### src/rtl/conf_disp_pkg.sv
// ---------------------------------------------------------------------------
// conf_disp_pkg
//   Shared constants and helpers for the confidence-weighted disparity
//   normaliser (conf_disp_divide_pipe and its divider stages).
//
//   DISP_BITS_DEFAULT : default output disparity width
//   CONF_BITS_DEFAULT : default accumulated-confidence width
//   sat_max(bits)     : all-ones value of a 'bits'-wide field (2^bits-1)
// ---------------------------------------------------------------------------
package conf_disp_pkg;

  localparam int DISP_BITS_DEFAULT = 5;
  localparam int CONF_BITS_DEFAULT = 8;

  function automatic int sat_max(input int bits);
    return (1 << bits) - 1;
  endfunction

endpackage

### src/rtl/conf_disp_div_stage.sv
// ---------------------------------------------------------------------------
// conf_disp_div_stage
//   One step of the radix-2 restoring divider. Compares the running
//   remainder against the denominator shifted left by SHIFT; if it fits,
//   subtracts it and sets quotient bit SHIFT. All fields are registered and
//   advance together only when 'adv' is high, so a stalled pipe holds every
//   beat (and every bubble) in place.
//
// Parameters:
//   SHIFT     : quotient bit resolved by this stage
//   CONF_BITS : confidence width (denominator is CONF_BITS+1 bits)
//   DISP_BITS : quotient width
//
// Ports:
//   clk, reset              : clock, synchronous active-high reset
//   adv                     : pipeline advance enable
//   prev_valid/d/r/q/sat/low: fields from the previous stage
//   valid/d/r/q/sat/low     : registered fields for the next stage
// ---------------------------------------------------------------------------
module conf_disp_div_stage #(
  parameter int SHIFT     = 0,
  parameter int CONF_BITS = 8,
  parameter int DISP_BITS = 5
) (
  input  logic                           clk,
  input  logic                           reset,
  input  logic                           adv,
  input  logic                           prev_valid,
  input  logic [CONF_BITS:0]             prev_d,
  input  logic [CONF_BITS+DISP_BITS-1:0] prev_r,
  input  logic [DISP_BITS-1:0]           prev_q,
  input  logic                           prev_sat,
  input  logic                           prev_low,
  output logic                           valid,
  output logic [CONF_BITS:0]             d,
  output logic [CONF_BITS+DISP_BITS-1:0] r,
  output logic [DISP_BITS-1:0]           q,
  output logic                           sat,
  output logic                           low
);

  localparam int RW = CONF_BITS + DISP_BITS;  // remainder width
  localparam int CW = RW + 1;                 // compare width
  localparam logic [DISP_BITS-1:0] Q_BIT = DISP_BITS'(1) << SHIFT;

  logic [CW-1:0]        d_shift;
  logic                 take;
  logic [RW-1:0]        r_sub;
  logic [RW-1:0]        r_next;
  logic [DISP_BITS-1:0] q_next;

  // The extra compare bit keeps the shifted denominator from wrapping.
  assign d_shift = CW'(prev_d) << SHIFT;
  assign take    = {1'b0, prev_r} >= d_shift;
  // Only used when take=1, in which case d_shift fits in the remainder.
  assign r_sub   = prev_r - d_shift[RW-1:0];
  assign r_next  = take ? r_sub : prev_r;
  assign q_next  = take ? (prev_q | Q_BIT) : prev_q;

  always_ff @(posedge clk) begin
    if (reset) begin
      valid <= 1'b0;
    end else if (adv) begin
      valid <= prev_valid;
    end
  end

  // Data fields need no reset: they are only meaningful alongside valid.
  always_ff @(posedge clk) begin
    if (adv) begin
      d   <= prev_d;
      r   <= r_next;
      q   <= q_next;
      sat <= prev_sat;
      low <= prev_low;
    end
  end

endmodule

### src/rtl/conf_disp_divide_pipe.sv
// ---------------------------------------------------------------------------
// conf_disp_divide_pipe
//   Confidence-weighted disparity normaliser:
//     out_disp = in_conf_disp / (in_conf + 1), saturated to DISP_BITS.
//   Pipeline: input register, DISP_BITS restoring-divider stages (one
//   quotient bit each, MSB first), output register. Latency is DISP_BITS+2
//   cycles from acceptance; throughput is one beat per cycle. The whole pipe
//   advances only when the output register is empty or being popped.
//
//   Build option CONF_DISP_DIV_ROUND_EN: when defined, the quotient is
//   rounded half-up (q += 1 if 2*R >= D) in the output register stage, then
//   saturated. When undefined, the result is the truncated (floor) quotient.
//
// Parameters:
//   DISP_BITS : output disparity width
//   CONF_BITS : confidence width
//   MIN_CONF  : beats with in_conf < MIN_CONF are rejected; 0 disables
//
// Ports:
//   clk, reset   : clock, synchronous active-high reset
//   in_conf      : accumulated confidence
//   in_conf_disp : accumulated confidence*disparity
//   in_valid     : input beat valid
//   in_ready     : a beat is accepted this cycle when in_valid is also high
//   out_disp     : normalised disparity (0 for low-confidence beats)
//   out_low_conf : beat rejected for low confidence
//   out_valid    : output beat valid
//   out_ready    : downstream accepts the output beat
// ---------------------------------------------------------------------------
module conf_disp_divide_pipe
  import conf_disp_pkg::*;
#(
  parameter int DISP_BITS = DISP_BITS_DEFAULT,
  parameter int CONF_BITS = CONF_BITS_DEFAULT,
  parameter int MIN_CONF  = 0
) (
  input  logic                           clk,
  input  logic                           reset,
  input  logic [CONF_BITS-1:0]           in_conf,
  input  logic [CONF_BITS+DISP_BITS-1:0] in_conf_disp,
  input  logic                           in_valid,
  output logic                           in_ready,
  output logic [DISP_BITS-1:0]           out_disp,
  output logic                           out_low_conf,
  output logic                           out_valid,
  input  logic                           out_ready
);

  localparam int RW = CONF_BITS + DISP_BITS;  // remainder width
  localparam int CW = RW + 1;                 // compare width
  localparam int DW = CONF_BITS + 1;          // denominator width
  localparam logic [DISP_BITS-1:0] DISP_MAX = DISP_BITS'(sat_max(DISP_BITS));

  logic adv;

  // Stall only when a finished beat is waiting and downstream refuses it.
  assign adv      = !out_valid || out_ready;
  assign in_ready = adv;

  // -------------------------------------------------------------------------
  // Stage 0: input register
  // -------------------------------------------------------------------------
  logic [DW-1:0] in_d;
  logic          in_sat;
  logic          in_low;

  // in_conf = 2^CONF_BITS-1 needs the extra denominator bit.
  assign in_d   = {1'b0, in_conf} + DW'(1);
  // Quotient would not fit in DISP_BITS: flag it now, clamp at the output.
  assign in_sat = {1'b0, in_conf_disp} >= (CW'(in_d) << DISP_BITS);

  generate
    if (MIN_CONF > 0) begin : g_low_chk
      assign in_low = int'(in_conf) < MIN_CONF;
    end else begin : g_no_low_chk
      assign in_low = 1'b0;
    end
  endgenerate

  logic                 s0_valid;
  logic [DW-1:0]        s0_d;
  logic [RW-1:0]        s0_r;
  logic                 s0_sat;
  logic                 s0_low;

  always_ff @(posedge clk) begin
    if (reset) begin
      s0_valid <= 1'b0;
    end else if (adv) begin
      s0_valid <= in_valid;
    end
  end

  always_ff @(posedge clk) begin
    if (adv) begin
      s0_d   <= in_d;
      s0_r   <= in_conf_disp;
      s0_sat <= in_sat;
      s0_low <= in_low;
    end
  end

  // -------------------------------------------------------------------------
  // Stages 1..DISP_BITS: restoring divider, element k is stage k's output
  // -------------------------------------------------------------------------
  logic                 st_valid [0:DISP_BITS];
  logic [DW-1:0]        st_d     [0:DISP_BITS];
  logic [RW-1:0]        st_r     [0:DISP_BITS];
  logic [DISP_BITS-1:0] st_q     [0:DISP_BITS];
  logic                 st_sat   [0:DISP_BITS];
  logic                 st_low   [0:DISP_BITS];

  assign st_valid[0] = s0_valid;
  assign st_d[0]     = s0_d;
  assign st_r[0]     = s0_r;
  assign st_q[0]     = '0;
  assign st_sat[0]   = s0_sat;
  assign st_low[0]   = s0_low;

  generate
    for (genvar gi = 0; gi < DISP_BITS; gi++) begin : g_stage
      // Stage gi+1 resolves quotient bit DISP_BITS-1-gi (MSB first).
      conf_disp_div_stage #(
        .SHIFT     (DISP_BITS - 1 - gi),
        .CONF_BITS (CONF_BITS),
        .DISP_BITS (DISP_BITS)
      ) u_stage (
        .clk        (clk),
        .reset      (reset),
        .adv        (adv),
        .prev_valid (st_valid[gi]),
        .prev_d     (st_d[gi]),
        .prev_r     (st_r[gi]),
        .prev_q     (st_q[gi]),
        .prev_sat   (st_sat[gi]),
        .prev_low   (st_low[gi]),
        .valid      (st_valid[gi+1]),
        .d          (st_d[gi+1]),
        .r          (st_r[gi+1]),
        .q          (st_q[gi+1]),
        .sat        (st_sat[gi+1]),
        .low        (st_low[gi+1])
      );
    end
  endgenerate

  // -------------------------------------------------------------------------
  // Output register: optional rounding, saturation, low-confidence override
  // -------------------------------------------------------------------------
  logic [DISP_BITS-1:0] q_final;

`ifdef CONF_DISP_DIV_ROUND_EN
  logic [CW-1:0]        rem2;
  logic                 round_up;
  logic [DISP_BITS:0]   q_inc;

  // Final remainder is < D, so 2*R fits in one extra bit.
  assign rem2     = {st_r[DISP_BITS], 1'b0};
  assign round_up = rem2 >= CW'(st_d[DISP_BITS]);
  assign q_inc    = {1'b0, st_q[DISP_BITS]} + {{DISP_BITS{1'b0}}, 1'b1};
  assign q_final  = !round_up        ? st_q[DISP_BITS] :
                    q_inc[DISP_BITS] ? DISP_MAX        :
                                       q_inc[DISP_BITS-1:0];
`else
  logic unused_rem;

  // Truncating build: the final remainder and denominator are not needed.
  assign q_final    = st_q[DISP_BITS];
  assign unused_rem = ^{st_r[DISP_BITS], st_d[DISP_BITS]};
`endif

  always_ff @(posedge clk) begin
    if (reset) begin
      out_valid    <= 1'b0;
      out_disp     <= '0;
      out_low_conf <= 1'b0;
    end else if (adv) begin
      out_valid    <= st_valid[DISP_BITS];
      out_low_conf <= st_low[DISP_BITS];
      // Low confidence outranks saturation.
      if (st_low[DISP_BITS]) begin
        out_disp <= '0;
      end else if (st_sat[DISP_BITS]) begin
        out_disp <= DISP_MAX;
      end else begin
        out_disp <= q_final;
      end
    end
  end

endmodule

### config.mk
export PLATFORM = sky130hd
export DESIGN_NAME = conf_disp_divide_pipe
export DESIGN_NICKNAME = d
export VERILOG_FILES = /design/src/rtl/conf_disp_pkg.sv /design/src/rtl/conf_disp_div_stage.sv /design/src/rtl/conf_disp_divide_pipe.sv
export SDC_FILE = /design/constraint.sdc
export NUM_CORES = 1
export LEC_CHECK = 0
export CAP_MARGIN = 0
export CORE_MARGIN = 2
export CORE_UTILIZATION = 25
export CTS_CLUSTER_SIZE = 24
export DETAILED_ROUTE_END_ITERATION = 10
export GPL_TIMING_DRIVEN = 0
export HOLD_SLACK_MARGIN = 0.12
export SYNTH_ARGS = -nofsm -noshare
export SYNTH_HDL_FRONTEND = slang
export SYNTH_SLANG_ARGS = --single-unit
### constraint.sdc
create_clock -name clk -period 17.4 [get_ports clk]
set_clock_uncertainty 0.15 [all_clocks]
set_input_delay 4.35 -clock clk [delete_from_list [all_inputs] [get_ports clk]]
set_output_delay 4.35 -clock clk [all_outputs]
set_load 0.02 [all_outputs]
==> metrics, run 1 <==
Tot GR Track Use 0.0880; synth warn 0; pre-CTS setup slack roughly 6000 ps; max-cap violations 0; row count slightly above 60; Post-synth EDFFs around 130; Post-Route Setup TNS 0 ps; Layout Utilization 0.303; drt wl/cell approximately 12 um; relative slew slack 0.371; setup bufs post-CTS 0; gpl congestion a little under 0.9; Reg2Reg Setup Slack 14,640 ps; Worst Setup SP out_ready; Worst-Margin Slew roughly 940 ps; nets between 700 and 800; peak supply drop between 0.00006 and 0.00007 V; vias in the first global route 4,612; Hold Worst Slack 266 ps; Mapped Nets ~690; status finished, final reports clean; CTS buffer count 17; die height 175 um; Hold Violations, Final 0; Die X ~170 um; DRC errors left 0; DRT Pass-1 Iters 4; Skew-Pair Late Insertion Delay roughly 420 ps; H-tree Lvls 4; sequential fraction of the synthesis area 0.573; Post-DP HPWL approximately 9400 um; Layout fillers slightly below 3k; First DRT Iteration DRCs 197; final worst-path setup slack about 6000 ps; Syn Inst Count around 600; TritonCTS clock tree built; core footprint approximately 0.029 sq mm; Async S/R FF share, synth 0; PostCTS Resize Cnt 0; clk slew on worst S/H paths roughly 60 ps; worst flop-to-flop path startpoint g_stage[0].u_stage.d[0]; clk sinks 143; Mapped Area ~0.0073 sq mm; antenna cells 0; Arr. time, crit path roughly 6900 ps; crit start category primary input; grt total ovfl 0; Buffers on Ports 31; Setup violations, final 0; CP Max Fanout 72; post-layout min period 11,360 ps; I/O pin count 33; vias ~4.5k; initial antenna violation count 0; post-DR vias/cell about 4.2; cts hold-fix bufs 0; DIE AREA between 0.03 and 0.04 sq mm; Seq cells post-synth roughly 140; Synth-to-Final Area Change 19.2%; placed inst area 0.00811 sq mm; Required @ worst endpoint 12,900 ps; Final Max Slew Viols 0; largest net degree at the start of global routing 73; Max Clock Freq ~0.088 GHz; crit path kind primary input to primary output; Root Driver clkbuf_16; Synth Flop Type edfxtp_1; Max Buffers Root-to-Sink 2; share of cells above drive strength 1 0.109; Hold Startpoint g_stage[3].u_stage.q[1]; Cell variety after synth 60; post-route cell area slightly below 0.009 sq mm; total wire length approximately 13,000 um; first-pass GRT wire length 21,500 um; Leak Pwr roughly 0.0034 uW; fin crit share 0.653; Hold Path Class flop to flop; CP Capture Type primary output; initial core utilization 0.254; Synth Area per Inst approximately 12 sq um; Detail Route Antenna Nets 0; Pwr Density between 100 and 150 mW/mm^2; RSZ-0062 raised after global routing false
## cell type report
class | count | area [sq um] | share of cell area
repair buffers | 32 | 338 | 0.0389
flip-flops and latches | 143 | 4170 | 0.481
well taps | 384 | 480 | 0.0553
plain buffers | 9 | 60.1 | 0.00691
clock inverters | 10 | 70.1 | 0.00807
inverters | 75 | 282 | 0.0324
multi-input cells | 377 | 2780 | 0.320
clock buffers | 22 | 507 | 0.0583
## stage by stage
stage                     instances  power (uW)
after CTS                      1052        1230
after floorplan                 604         786
after detailed placement       1020         876
after global placement         1019         870
after global routing           1052        1300
final                          1052        1220
## critical path: stages
cell and delay (ps):
clkdlybuf4s50_1 460, nor2b_1 80, inv_1 100, clkbuf_4 760, buf_16 370, clkdlybuf4s50_1 680
## cells in the mapped netlist (4+ instances only)
library cell    n  area [sq um]
edfxtp_1      131          3930
inv_1          74           278
ha_1           54           676
a21oi_1        39           195
nand2_1        37           139
nor2_1         33           124
o21ai_0        28           140
nor3_1         21           105
mux2_2         18           203
xor2_1         14           123
dfxtp_1        12           240
nand3_1        12          60.1
nor2b_1        12          75.1
xnor2_1        12           105
a21o_1         10          75.1
o21a_1         10          75.1
nand2b_1        8          50.1
mux2i_1         6          60.1
nand4_1         6          37.5
and3_1          4          25.0
fa_1            4          80.1
## kinds of logic (layout without fill, tap and decap cells)
kind of cell | count (synthesis) | in the layout | synth area share
buffers and inverters | 84 | 148 | 0.0464
adder cells (fa/ha/maj) | 58 | 58 | 0.104
AND/OR/NAND/NOR | 143 | 143 | 0.0948
flip-flops | 143 | 143 | 0.573
multiplexers | 25 | 25 | 0.0376
XOR/XNOR | 26 | 26 | 0.0313
other | 1 | 1 | 0.000515
AO/OA/AOI/OAI | 124 | 124 | 0.113
## placed cells by master (no fill, tap or decap), drive strengths merged, types with 6 or more instances in the layout
master	count
edfxtp	131
nand4	6
nor3	22
nand2b	8
dfxtp	12
nand2	37
xnor2	12
ha	54
o21ai	31
mux2	19
a21o	10
clkdlybuf4s50	31
nand3	12
inv	82
xor2	14
nor2b	12
a21oi	40
mux2i	6
clkbuf	25
nor2	34
o21a	10
buf	7
## per-layer routing
layer | wire, um | GRT usage
met4 | 315 | 0.0410
met1 | 5530 | 0.0953
met5 | 0 | 0
met3 | 331 | 0.0228
met2 | 6470 | 0.160
## power breakdown
group	switching, uW	total, uW	internal (uW)	leakage [uW]
sequential	38.1	505	467	0.00148
combinational	194	367	173	0.00168
clock	137	345	208	0.000293
## registers in the layout, summed over array words and instances, names as in the netlist
signal,cells
g_stage.u_stage.r,52
g_stage.u_stage.q,15
out_disp,5
s0_sat,1
out_valid,1
s0_d,9
s0_valid,1
g_stage.u_stage.valid,5
g_stage.u_stage.sat,5
g_stage.u_stage.d,36
s0_r,13
## worst paths after layout
path,to,depth (start not counted)
min,g_stage[4].u_stage.q[1],0
max,in_ready,6
min reg2reg,g_stage[4].u_stage.q[1],0
max reg2reg,g_stage[1].u_stage.r[8],9
(Power assumes the default switching activity.)
==> run 2, diff against run 1 <==
==> constraint.sdc (replaced) <==
create_clock -name clk -period 9.3 [get_ports clk]
set_clock_uncertainty 0.15 [all_clocks]
set_input_delay 2.325 -clock clk [delete_from_list [all_inputs] [get_ports clk]]
set_output_delay 2.325 -clock clk [all_outputs]
set_load 0.02 [all_outputs]
==> results of run 2 <==
Same layout as run 1 (identical final DEF). Status: finished, final reports clean.
Among the figures that moved: setup slack after placement 6010 ps -> 1960 ps; setup slack after layout 6040 ps -> 1990 ps; register-to-register setup slack 14640 ps -> 6540 ps; total power 1220 uW -> 2280 uW; worst IR drop on VDD 0.0000681 V -> 0.000127 V
==> RTL edit 1 (settings of run 2) <==
Change the package constant `CONF_BITS_DEFAULT` from 8 to 6.
--- a/src/rtl/conf_disp_pkg.sv
+++ b/src/rtl/conf_disp_pkg.sv
@@ -10,7 +10,7 @@
 package conf_disp_pkg;
 
   localparam int DISP_BITS_DEFAULT = 5;
-  localparam int CONF_BITS_DEFAULT = 8;
+  localparam int CONF_BITS_DEFAULT = 6;
 
   function automatic int sat_max(input int bits);
     return (1 << bits) - 1;
Interface: changed (resized in_conf and in_conf_disp); port bits go from 33 to 29. No check against the original RTL was run, so the function may have changed too.
==> RTL edit 1 against run 2 <==
Design area is 15% lower; fmax increased by 2.8%; sequential cell count shrank 20; worst setup slack better by 0.20 ns; first-iteration DRC count down 27%; via count fell by 19%; global-route usage shrank 0.74 points; routed wire length is 25% lower; largest power group unchanged; power fell by 13%; clock power is 6.7% higher; area after synthesis down 17%.
==> RTL edit 1: results (changes against run 2) <==
{| class="wikitable"
! Metric !! Value
|-
| Routed len/inst || 11.1 um (was 12.0 um)
|-
| Run status || finished, final reports clean (unchanged)
|-
| Syn Nets || 545 (was 687)
|-
| Register area share after synthesis || 59.4% (was 57.3%)
|-
| Iter 0 DRT Violations || 143 (was 197)
|-
| Cell leakage power || 2.89 nW (was 3.45 nW)
|-
| Share of cells above drive strength 1 || 10.4% (was 10.9%)
|-
| Filler Cells Inserted || 2421 (was 2944)
|-
| Most used standard cells in the synthesized netlist || 111 x sky130_fd_sc_hd__edfxtp_1, 53 x sky130_fd_sc_hd__inv_1, 42 x sky130_fd_sc_hd__ha_1, 36 x sky130_fd_sc_hd__nor2_1, 27 x sky130_fd_sc_hd__nand2_1 (was 131 x sky130_fd_sc_hd__edfxtp_1, 74 x sky130_fd_sc_hd__inv_1, 54 x sky130_fd_sc_hd__ha_1, 39 x sky130_fd_sc_hd__a21oi_1, 37 x sky130_fd_sc_hd__nand2_1)
|-
| Number of enable flip-flop cells after synthesis || 111 (was 131)
|-
| Mux share of post-synthesis cell area || 4.37% (was 3.76%)
|-
| Unique cell type count in the Yosys netlist || 52 (was 60)
|-
| Cell types occupying the most area after synthesis || sky130_fd_sc_hd__edfxtp_1 55%, sky130_fd_sc_hd__ha_1 8.7%, sky130_fd_sc_hd__dfxtp_1 4.0% (was sky130_fd_sc_hd__edfxtp_1 54%, sky130_fd_sc_hd__ha_1 9.3%, sky130_fd_sc_hd__inv_1 3.8%)
|-
| Final standard cell count with taps included and fillers excluded || 857 (was 1052)
|-
| Global-route wire length before repair || 16600 um (was 21500 um)
|-
| Reg clk slew, reported paths || 0.06 ns (about the same)
|-
| Biggest registers after layout || g_stage.u_stage.r (44), g_stage.u_stage.d (28), g_stage.u_stage.q (15) (was g_stage.u_stage.r (52), g_stage.u_stage.d (36), g_stage.u_stage.q (15))
|-
| Maximum ir drop on the vdd rail || 127 uV (about the same)
|-
| Area after DPL || 6710 um^2 (was 8110 um^2)
|-
| Arrival time of data at the critical path endpoint || 4.63 ns (was 4.83 ns)
|-
| Synthesized area divided by synthesized cell count || 12.6 um^2 (was 12.1 um^2)
|-
| Port Buffer Count || 27 (was 31)
|-
| Share of the synthesized netlist area taken by xor and xnor gates || 1.89% (was 3.13%)
|-
| Maximum number of pins on one net before global-route repair || 71 (was 73)
|-
| Compound-cell area share of the yosys netlist || 10.0% (was 11.3%)
|-
| Share of synthesized cell area in full adder, half adder and majority cells || 10.1% (was 10.4%)
|-
| Placed Cells incl. Taps || 825 (was 1020)
|}
-- RTL edit 1: cell types whose count changed after synthesis, moves of 8 or more --
cell | before | now
sky130_fd_sc_hd__xor2_1 | 14 | 2
sky130_fd_sc_hd__mux2_2 | 18 | 10
sky130_fd_sc_hd__a21oi_1 | 39 | 21
sky130_fd_sc_hd__o21ai_0 | 28 | 13
sky130_fd_sc_hd__nand2_1 | 37 | 27
sky130_fd_sc_hd__edfxtp_1 | 131 | 111
sky130_fd_sc_hd__ha_1 | 54 | 42
sky130_fd_sc_hd__inv_1 | 74 | 53
-- RTL edit 1: area by class of cell --
type	count	area (um^2)	area share, %
flip-flops and latches	123	3570	48.5
multi-input cells	294	2190	29.8
clock buffers	23	554	7.53
well taps	319	399	5.42
repair buffers	28	298	4.05
inverters	53	199	2.70
clock inverters	9	93.8	1.27
plain buffers	8	48.8	0.663
-- RTL edit 1: per-layer routing --
metal  GRT usage (%)  up-vias  share of wire, %
met5               0        -                 0
met4            2.52        0               1.3
met3            2.94       14               3.9
met2            14.4       60                51
met1            8.93     1660                44
li1                -     1861                 -
-- RTL edit 1: final timing paths --
kind,slack (ns),start,to
worst max-delay path,2.19,out_ready,in_ready
worst min register to register,0.27,g_stage[2].u_stage.q[2]$_SDFFCE_PP1P_,g_stage[3].u_stage.q[2]$_DFFE_PP_
worst min-delay path,0.27,g_stage[2].u_stage.q[2]$_SDFFCE_PP1P_,g_stage[3].u_stage.q[2]$_DFFE_PP_
worst max register to register,6.44,g_stage[0].u_stage.r[3]$_DFFE_PP_,g_stage[1].u_stage.r[3]$_DFFE_PP_
-- RTL edit 1: logic make-up (layout without fill, tap and decap cells) --
logic type | count (synthesis) | count (layout)
flops | 123 | 123
simple gates | 122 | 122
compound gates | 90 | 90
buf+inv | 61 | 121
fa+ha+maj | 46 | 46
mux | 22 | 22
xor+xnor | 13 | 13
other cells | 1 | 1
-- RTL edit 1: critical path, cell delays in order --
cell and delay, ns:
sky130_fd_sc_hd__clkdlybuf4s50_1 0.45, sky130_fd_sc_hd__nor2b_1 0.07, sky130_fd_sc_hd__inv_1 0.10, sky130_fd_sc_hd__clkbuf_4 0.58, sky130_fd_sc_hd__buf_16 0.37, sky130_fd_sc_hd__clkdlybuf4s50_1 0.67
-- RTL edit 1: report_power, final --
group,internal (W),leakage (nW),switching (W),total [W]
registers,0.000746,1.27,0.0000533,0.000799
logic,0.000246,1.30,0.000254,0.000500
clock network,0.000450,0.320,0.000239,0.000689
==> RTL edit 2 (config.mk and constraints of run 2) <==
Made on the original files. Register the inputs `in_conf` and `in_conf_disp` before use. The logic sees them one clock later. The other inputs are not delayed to match.
--- a/src/rtl/conf_disp_divide_pipe.sv
+++ b/src/rtl/conf_disp_divide_pipe.sv
@@ -51,6 +51,14 @@
   localparam int DW = CONF_BITS + 1;          // denominator width
   localparam logic [DISP_BITS-1:0] DISP_MAX = DISP_BITS'(sat_max(DISP_BITS));
 
+  logic [CONF_BITS-1:0] in_conf_q;
+  logic [CONF_BITS+DISP_BITS-1:0] in_conf_disp_q;
+
+  always_ff @(posedge clk) begin
+    in_conf_q      <= in_conf;
+    in_conf_disp_q <= in_conf_disp;
+  end
+
   logic adv;
 
   // Stall only when a finished beat is waiting and downstream refuses it.
@@ -65,13 +73,13 @@
   logic          in_low;
 
   // in_conf = 2^CONF_BITS-1 needs the extra denominator bit.
-  assign in_d   = {1'b0, in_conf} + DW'(1);
+  assign in_d   = {1'b0, in_conf_q} + DW'(1);
   // Quotient would not fit in DISP_BITS: flag it now, clamp at the output.
-  assign in_sat = {1'b0, in_conf_disp} >= (CW'(in_d) << DISP_BITS);
+  assign in_sat = {1'b0, in_conf_disp_q} >= (CW'(in_d) << DISP_BITS);
 
   generate
     if (MIN_CONF > 0) begin : g_low_chk
-      assign in_low = int'(in_conf) < MIN_CONF;
+      assign in_low = int'(in_conf_q) < MIN_CONF;
     end else begin : g_no_low_chk
       assign in_low = 1'b0;
     end
@@ -94,7 +102,7 @@
   always_ff @(posedge clk) begin
     if (adv) begin
       s0_d   <= in_d;
-      s0_r   <= in_conf_disp;
+      s0_r   <= in_conf_disp_q;
       s0_sat <= in_sat;
       s0_low <= in_low;
     end
Behaviour: not the same (Yosys sat finds a counterexample within 10 cycles, from zero or initial values and one cycle with reset high).
==> RTL edit 2 against run 2 <==
Routed wire length fell by 8.7%; sequential power increased by 10%; first-iteration DRC count rose by 21%; register-to-register slack got worse by 0.33 ns; sequential cell count grew 21; count of clock-buffer cells in the layout decreased by 3; area after synthesis increased by 4.1%; design area is 3.7% higher; critical path depth is the same; power grew 3.3%; worst setup slack improved by 0.018 ns; critical endpoint unchanged; largest cell class unchanged; largest power group unchanged.
==> RTL edit 2: results (changes against run 2) <==
{| class="wikitable"
! Metric !! Value
|-
| Arrival time of data at the critical path endpoint || 4.81 ns (was 4.83 ns)
|-
| Compound-cell area share of the yosys netlist || 11.9% (was 11.3%)
|-
| Routability Congestion || 0.789 (was 0.888)
|-
| Global-route wire length before repair || 20100 um (was 21500 um)
|-
| Iter 0 DRT Violations || 238 (was 197)
|-
| Cell leakage power || 3.59 nW (was 3.45 nW)
|-
| Number of nets in the layout || 753 (was 738)
|-
| Number of global-route vias before repair || 4533 (was 4612)
|-
| Final wirelength || 11500 um (was 12600 um)
|-
| Synth Instances || 619 (was 604)
|-
| Worst slew margin relative to its limit || 37.3% (was 37.1%)
|-
| Most used standard cells in the synthesized netlist || 131 x sky130_fd_sc_hd__edfxtp_1, 71 x sky130_fd_sc_hd__inv_1, 54 x sky130_fd_sc_hd__ha_1, 49 x sky130_fd_sc_hd__nand2_1, 39 x sky130_fd_sc_hd__a21oi_1 (was 131 x sky130_fd_sc_hd__edfxtp_1, 74 x sky130_fd_sc_hd__inv_1, 54 x sky130_fd_sc_hd__ha_1, 39 x sky130_fd_sc_hd__a21oi_1, 37 x sky130_fd_sc_hd__nand2_1)
|-
| Aggregate global-route resource usage || 7.97% (was 8.80%)
|-
| Routed metal-1 wire length || 4870 um (was 5530 um)
|-
| Placed Cells incl. Taps || 1041 (was 1020)
|-
| Router iterations before antenna repair || 5 (was 4)
|-
| Mux share of post-synthesis cell area || 1.17% (was 3.76%)
|-
| Peak per-stage delay on the critical path || 0.74 ns (was 0.76 ns)
|-
| GR met1 Demand/Resource || 8.25% (was 9.53%)
|-
| Cell types occupying the most area after synthesis || sky130_fd_sc_hd__edfxtp_1 52%, sky130_fd_sc_hd__ha_1 8.9%, sky130_fd_sc_hd__dfxtp_1 8.7% (was sky130_fd_sc_hd__edfxtp_1 54%, sky130_fd_sc_hd__ha_1 9.3%, sky130_fd_sc_hd__inv_1 3.8%)
|-
| Post-detailed-route via-to-cell ratio || 4.23 (was 4.24)
|-
| Register area share after synthesis || 60.6% (was 57.3%)
|-
| Cell depth of the worst flop-to-flop path || 8 (was 9)
|-
| Filler Cells Inserted || 3002 (was 2944)
|-
| Syn Nets || 702 (was 687)
|-
| Run status || finished, final reports clean (unchanged)
|-
| Global Route met2 Usage || 14.8% (was 16.0%)
|-
| Detailed-routed wire length on met3 || 389 um (was 331 um)
|}
-- RTL edit 2: power breakdown --
| part | internal, W | total, W | switching, W |
|---|---|---|---|
| combinational | 0.000287 | 0.000631 | 0.000344 |
| clock | 0.000393 | 0.000684 | 0.000290 |
| sequential | 0.000970 | 0.00104 | 0.0000670 |
| total | 0.00165 | 0.00235 | 0.000701 |
-- RTL edit 2: layout make-up --
cell class | count | area, um^2 | share of cell area, %
flip-flops and latches | 164 | 4590 | 51.0
well taps | 390 | 488 | 5.42
clock buffers | 19 | 454 | 5.04
repair buffers | 32 | 338 | 3.75
multi-input cells | 371 | 2670 | 29.6
clock inverters | 13 | 136 | 1.51
inverters | 72 | 270 | 3.00
plain buffers | 12 | 57.6 | 0.639
-- RTL edit 2: path summary, 6_finish.rpt --
| kind | slack (ns) | start | endpoint |
|---|---|---|---|
| max reg2reg | 6.21 | g_stage[0].u_stage.d[0]$_DFFE_PP_ | g_stage[1].u_stage.r[9]$_DFFE_PP_ |
| max | 2.01 | out_ready | in_ready |
| min | 0.27 | g_stage[0].u_stage.sat$_DFFE_PP_ | g_stage[1].u_stage.sat$_DFFE_PP_ |
| min reg2reg | 0.27 | g_stage[0].u_stage.sat$_DFFE_PP_ | g_stage[1].u_stage.sat$_DFFE_PP_ |
-- RTL edit 2: through the flow --
| stage | setup WS (ns) | power [W] | TNS, ns |
|---|---|---|---|
| after floorplan | 0.454 | 0.00154 | 0 |
| after global placement | -2.52 | 0.00167 | -2.52 |
| after detailed placement | 1.99 | 0.00169 | 0 |
| after CTS | 1.97 | 0.00237 | 0 |
| after global routing | 1.83 | 0.00251 | 0 |
| final | 2.01 | 0.00235 | 0 |
